`config.mk`:
```
export PLATFORM = sky130hd
export DESIGN_NAME = match_judge
export DESIGN_NICKNAME = d
export VERILOG_FILES = /design/src/rtl/lianliankan_pkg.sv /design/src/rtl/sel_pair_encoder.sv /design/src/rtl/match_judge.sv
export SDC_FILE = /design/constraint.sdc
export NUM_CORES = 1
export LEC_CHECK = 0
export ABC_AREA = 1
export CORE_ASPECT_RATIO = 0.7
export CORE_MARGIN = 3
export CORE_UTILIZATION = 55
export DETAILED_ROUTE_END_ITERATION = 8
export PLACE_DENSITY = 0.87
export SKIP_CTS_REPAIR_TIMING = 1
export SYNTH_ARGS = -nofsm -noshare
export SYNTH_HDL_FRONTEND = slang
export SYNTH_HIERARCHICAL = 1
export SYNTH_SLANG_ARGS = --single-unit
```
`constraint.sdc`:
```
create_clock -name clk -period 5.05 [get_ports clk]
set_clock_uncertainty 0.1 [all_clocks]
set_input_delay 1.01 -clock clk [delete_from_list [all_inputs] [get_ports clk]]
set_output_delay 1.01 -clock clk [all_outputs]
set_load 0.01 [all_outputs]
```
`src/rtl/lianliankan_pkg.sv`:
```
// Shared definitions for the card-matching game logic: judge FSM state
// encodings, default tile-type width and a tile-type lookup helper.
package lianliankan_pkg;

   localparam int TYPE_W_DEF  = 3;
   localparam int TYPES_MAX_W = 256;
   localparam int TYPE_MAX_W  = 8;

   localparam logic [4:0] S_IDLE    = 5'b00001;
   localparam logic [4:0] S_COMPARE = 5'b00010;
   localparam logic [4:0] S_RESULT  = 5'b00100;
   localparam logic [4:0] S_COOL    = 5'b01000;
   localparam logic [4:0] S_DONE    = 5'b10000;

   typedef enum logic [4:0] {
      ST_IDLE    = S_IDLE,
      ST_COMPARE = S_COMPARE,
      ST_RESULT  = S_RESULT,
      ST_COOL    = S_COOL,
      ST_DONE    = S_DONE
   } judge_state_t;

   // Callers zero-extend their packed type vector to TYPES_MAX_W bits.
   function automatic logic [TYPE_MAX_W-1:0] card_type_at(
      input logic [TYPES_MAX_W-1:0] types,
      input int unsigned            idx,
      input int unsigned            tw
   );
      logic [TYPES_MAX_W-1:0] shifted;
      logic [TYPE_MAX_W-1:0]  mask;
      shifted = types >> (idx * tw);
      mask    = (TYPE_MAX_W'(1) << tw) - TYPE_MAX_W'(1);
      return shifted[TYPE_MAX_W-1:0] & mask;
   endfunction

endpackage

```
`src/rtl/sel_pair_encoder.sv`:
```
// Combinational encoder: counts selected cards (saturating at 3) and reports
// the lowest and second-lowest selected indices.
module sel_pair_encoder #(
   parameter int N_CARDS = 16
) (
   input  logic [N_CARDS-1:0]         i_v,
   output logic [1:0]                 o_cnt,
   output logic [$clog2(N_CARDS)-1:0] o_ia,
   output logic [$clog2(N_CARDS)-1:0] o_ib
);

   localparam int IW = $clog2(N_CARDS);

   logic w_found_a;
   logic w_found_b;

   always_comb begin
      o_cnt     = 2'd0;
      o_ia      = '0;
      o_ib      = '0;
      w_found_a = 1'b0;
      w_found_b = 1'b0;
      for (int i = 0; i < N_CARDS; i++) begin
         if (i_v[i]) begin
            if (!w_found_a) begin
               o_ia      = IW'(i);
               w_found_a = 1'b1;
            end else if (!w_found_b) begin
               o_ib      = IW'(i);
               w_found_b = 1'b1;
            end
            if (o_cnt != 2'd3) o_cnt = o_cnt + 2'd1;
         end
      end
   end

endmodule

```
`src/rtl/match_judge.sv`:
```
// Match arbiter: judges two selected cards, pulses ms/mf back to them,
// and tracks remaining pairs and the sticky win flag.
module match_judge
   import lianliankan_pkg::*;
#(
   parameter int N_CARDS     = 16,
   parameter int TYPE_W      = TYPE_W_DEF,
   parameter int COOL_CYCLES = 3
) (
   input  logic                                clk,
   input  logic                                rst_n,
   input  logic [N_CARDS-1:0]                  sel,
   input  logic [N_CARDS-1:0]                  hidden,
   input  logic [N_CARDS*TYPE_W-1:0]           types,
   output logic [N_CARDS-1:0]                  mf,
   output logic [N_CARDS-1:0]                  ms,
   output logic [$clog2(N_CARDS/2+1)-1:0]      pairs_left,
   output logic                                won,
   output logic                                busy,
   output logic [4:0]                          dbg_state
);

   localparam int IW = $clog2(N_CARDS);
   localparam int PW = $clog2(N_CARDS/2+1);
   localparam int CW = $clog2(COOL_CYCLES+1);
   localparam logic [PW-1:0]      PAIRS_INIT = PW'(N_CARDS/2);
   localparam logic [CW-1:0]      COOL_LOAD  = CW'(COOL_CYCLES-1);
   localparam logic [N_CARDS-1:0] ONE        = N_CARDS'(1);

   judge_state_t       r_state;
   logic [IW-1:0]      r_a;
   logic [IW-1:0]      r_b;
   logic [N_CARDS-1:0] r_mask;
   logic               r_ovf;
   logic               r_eq;
   logic [CW-1:0]      r_cool;
   logic [PW-1:0]      r_pairs;
   logic [N_CARDS-1:0] r_ms;
   logic [N_CARDS-1:0] r_mf;
   logic               r_won;

   logic [N_CARDS-1:0]     w_v;
   logic [1:0]             w_cnt;
   logic [IW-1:0]          w_ia;
   logic [IW-1:0]          w_ib;
   logic [TYPES_MAX_W-1:0] w_types_ext;
   logic [TYPE_MAX_W-1:0]  w_type_a;
   logic [TYPE_MAX_W-1:0]  w_type_b;

   // Cards already removed from the board never count as selected.
   assign w_v = sel & ~hidden;

   sel_pair_encoder #(.N_CARDS(N_CARDS)) u_enc (
      .i_v   (w_v),
      .o_cnt (w_cnt),
      .o_ia  (w_ia),
      .o_ib  (w_ib)
   );

   assign w_types_ext = TYPES_MAX_W'(types);
   assign w_type_a    = card_type_at(w_types_ext, 32'(r_a), 32'(TYPE_W));
   assign w_type_b    = card_type_at(w_types_ext, 32'(r_b), 32'(TYPE_W));

   always_ff @(posedge clk or negedge rst_n) begin
      if (!rst_n) begin
         r_state <= ST_IDLE;
         r_a     <= '0;
         r_b     <= '0;
         r_mask  <= '0;
         r_ovf   <= 1'b0;
         r_eq    <= 1'b0;
         r_cool  <= '0;
         r_pairs <= PAIRS_INIT;
         r_ms    <= '0;
         r_mf    <= '0;
         r_won   <= 1'b0;
      end else begin
         r_ms <= '0;
         r_mf <= '0;
         case (r_state)
            ST_IDLE: begin
               if (w_cnt == 2'd2) begin
                  r_a     <= w_ia;
                  r_b     <= w_ib;
                  r_ovf   <= 1'b0;
                  r_state <= ST_COMPARE;
               end else if (w_cnt == 2'd3) begin
                  r_mask  <= w_v;
                  r_ovf   <= 1'b1;
                  r_state <= ST_RESULT;
               end
            end
            ST_COMPARE: begin
               r_eq    <= (w_type_a == w_type_b);
               r_state <= ST_RESULT;
            end
            ST_RESULT: begin
               if (!r_ovf && r_eq) begin
                  // A match with no pairs left is impossible in a sane game; park in DONE.
                  if (r_pairs == '0) begin
                     r_won   <= 1'b1;
                     r_state <= ST_DONE;
                  end else begin
                     r_ms    <= (ONE << r_a) | (ONE << r_b);
                     r_pairs <= r_pairs - PW'(1);
                     r_cool  <= COOL_LOAD;
                     r_state <= ST_COOL;
                  end
               end else begin
                  r_mf    <= r_ovf ? r_mask : ((ONE << r_a) | (ONE << r_b));
                  r_cool  <= COOL_LOAD;
                  r_state <= ST_COOL;
               end
            end
            ST_COOL: begin
               // Lets the cards drop sel before the next sample.
               if (r_cool == '0) begin
                  if (r_pairs == '0) begin
                     r_won   <= 1'b1;
                     r_state <= ST_DONE;
                  end else begin
                     r_state <= ST_IDLE;
                  end
               end else begin
                  r_cool <= r_cool - CW'(1);
               end
            end
            ST_DONE: r_state <= ST_DONE;
            default: r_state <= ST_IDLE;
         endcase
      end
   end

   assign ms         = r_ms;
   assign mf         = r_mf;
   assign pairs_left = r_pairs;
   assign won        = r_won;
   assign busy       = (r_state != ST_IDLE);
   assign dbg_state  = r_state;

endmodule

```
==> metrics.csv <==
stage,metric,value,unit
placed_design,"Cell Area, Placed",6730,um^2
critical_path,critical path startpoint category,input port,
clock_tree,"Clk pin slew, worst setup/hold paths",0.06,ns
power_and_ir_drop,Pwr per Cell Area,452,nW/um^2
sta,max-slew violation count,0,
critical_path,Critical Path RT,5.16,ns
detailed_routing,Remaining DRCs,0,
synth,Synth Warn #,6,
synth,Synthesized Nets,920,
floorplanning,CORE AREA,9330,um^2
detailed_routing,vias per cell,5.83,
clock_tree,htree depth,3,
placed_design,global placement routability congestion,1.02,
layout,final design utilization,78.8,%
sta,Tmin final,4.75,ns
layout,register area,1750,um^2
outcome,outcome,"complete, no violations",
sta,fin crit share,94.0,%
critical_path,slowest cell delay on critical path,0.47,ns
critical_path,crit end category,flop,
floorplanning,die width,125,um
detailed_routing,Initial DRT Pass Iterations,6,
critical_path,Worst Reg-to-Reg Cells,11,
layout,Syn-to-layout area delta,35.7,%
detailed_routing,Final ANT Viol Nets,0,
floorplanning,Top Ports,125,
synth,synth unique cells,45,
layout,most frequent cells in the layout,"nand2_1, clkdlybuf4s50_1, inv_1",
detailed_routing,initial detailed-routing violation count,992,
synth,syn_area_per_cell,6.52,um^2
power_and_ir_drop,Leak,3.62,nW
layout,nets,1048,
layout,diodes inserted,0,
critical_path,CP max-delay cell,clkdlybuf4s50_1,
sta,TNS Setup,0,ns
min_path,hold path depth,1,
synth,Post-synth ARST share,100,%
grt,largest net degree at the start of global routing,71,
synth,number of flops mapped to enable cells by yosys,0,
clock_tree,TritonCTS buffer count,9,
critical_path,Critical Path AT,4.86,ns
floorplanning,effective utilization at floorplan,58.1,%
synth,Synth Register Bits,70,
sta,Final Hold Vio Count,0,
placed_design,PortBufs,124,
clock_tree,Clock Tree Root,clkbuf_16,
grt,antenna violations before repair,0,
floorplanning,FP Rows,29,
grt,vias in the first global route,5552,
layout,finished layout cell area,7350,um^2
floorplanning,die area,11100,um^2
detailed_routing,Avg WL per Cell,16.9,um
detailed_routing,final WL,18400,um
layout,"commonest non-fill, non-tap cell in the layout",nand2_1,
critical_path,Worst Path Max Fanout,5,
layout,area taken by multi-input logic gates,3070,um^2
sta,max_slew headroom,30.5,%
synth,ys flop type,dfrtp_1,
detailed_routing,vias,6341,
synth,post-synthesis sequential area ratio,32.4,%
sta,Max Fclk,0.211,GHz
grt,Overall Global Routing Usage,30.5,%
layout,ratio of cells with drive above 1 in the final layout,14.9,%
sta,final setup fails,0,
clock_tree,clock latency on the worst-skew pair,0.33,ns
layout,fillers,611,
placed_design,Post-DP HPWL,12200,um
floorplanning,die height,89.0,um
synth,Cells after Synth,831,
critical_path,Crit Path Class,input port to flop,
critical_path,crit-path most repeated cell,nand2_2,
grt,grt ovf,0,
job,Max Cap Viol,0,
clock_tree,CTS tree,built,
clock_tree,CTS Sinks,70,
grt,global-route wire length before repair,27400,um
sta,Least-Margin Pin Slew,1.04,ns
power_and_ir_drop,VDD IR-drop max,0.252,mV
min_path,HP Class,flop to flop,
clock_tree,CTS max path bufs,2,
synth,synthesized area,5420,um^2
## layer usage
metal  vias up  track usage (%)  share of wire, %
li1       2904                -                 -
met1      2905             43.0                41
met2       476             48.6                44
met3        56             5.73                12
met4         0             8.86               3.2
met5         -                0                 0
## sequential cells by signal, indices dropped and copies added, names as in the netlist
name and flops:
r_mask 16, r_b 4, r_a 4, r_eq 1, won 1, dbg_state 5
pairs_left 4, ms 16, mf 16, r_ovf 1, r_cool 2
## metrics by stage
step	std cells	hold slack (ns)	worst slack (ns)	total power [mW]
floorplan	831	0.349	0.480	1.92
global placement	1060	0.367	0.158	2.28
detailed placement	1060	0.379	-0.0509	2.31
CTS	1076	0.393	0.270	3.08
global route	1088	0.412	-0.0604	3.51
finish	1088	0.388	0.302	3.32
## layout make-up
type                       instances  share of cell area (%)
multi-input combinational        593                    41.7
clock buffer                       9                    3.06
clock inverter                     7                    1.65
timing repair buffer             150                    20.7
inverter                         135                    6.89
sequential                        70                    23.9
tap                              124                    2.11
## report_power, final
group | internal [mW] | total, mW | switching [mW] | leakage (nW)
clock network | 0.485 | 0.730 | 0.245 | 0.170
logic | 0.688 | 1.67 | 0.986 | 2.52
registers | 0.689 | 0.921 | 0.232 | 0.924
## worst max-delay path: cells and delay by family
| kind | cells | cell delay, ns |
|---|---|---|
| muxes | 1 | 0.30 |
| and+or+nand+nor | 23 | 2.17 |
| AOI/OAI and AO/OA | 1 | 0.20 |
| adders and majority gates | 1 | 0.20 |
| buffers and inverters | 4 | 0.97 |
## cell families (layout without fill, tap and decap cells)
family | Yosys count | after routing | share of synthesized area (%)
simple gates | 442 | 442 | 36.0
buf+inv | 168 | 301 | 13.2
compound gates | 128 | 128 | 13.5
flops | 70 | 70 | 32.4
mux | 14 | 14 | 2.91
fa+ha+maj | 7 | 7 | 1.62
xor+xnor | 2 | 2 | 0.324
## cell usage after synthesis (6+ instances only)
library cell	n	area, um^2
ha_1	7	87.6
a21oi_1	28	140
inv_2	17	63.8
clkbuf_1	10	37.5
buf_2	10	50.1
dfrtp_1	68	1700
o21ai_1	6	30.0
nand2_1	254	953
o21ai_0	56	280
nand4_1	17	106
inv_1	117	439
o22ai_1	16	100
nor2_1	72	270
mux2_2	14	158
nor3_1	9	45.0
nor2_4	9	101
nor2_2	8	50.1
nand2_2	15	93.8
buf_6	8	90.1
nand3_1	50	250
## final timing paths
kind                                     endpoint  slack, ns          startpoint
setup / recovery           r_mask[13]$_DFFE_PN0P_       0.30           hidden[0]
hold / removal                    won$_DFFE_PN0P_       0.39     won$_DFFE_PN0P_
setup reg to reg                 r_eq$_DFFE_PN0N_       2.20  r_a[0]$_DFFE_PN0P_
hold reg to reg                   won$_DFFE_PN0P_       0.39     won$_DFFE_PN0P_
max in group asynchronous  r_mask[13]$_DFFE_PN0P_       3.52               rst_n
min in group asynchronous        mf[11]$_DFF_PN0_       0.78               rst_n
Note: power is estimated with default switching activity, not from simulation.
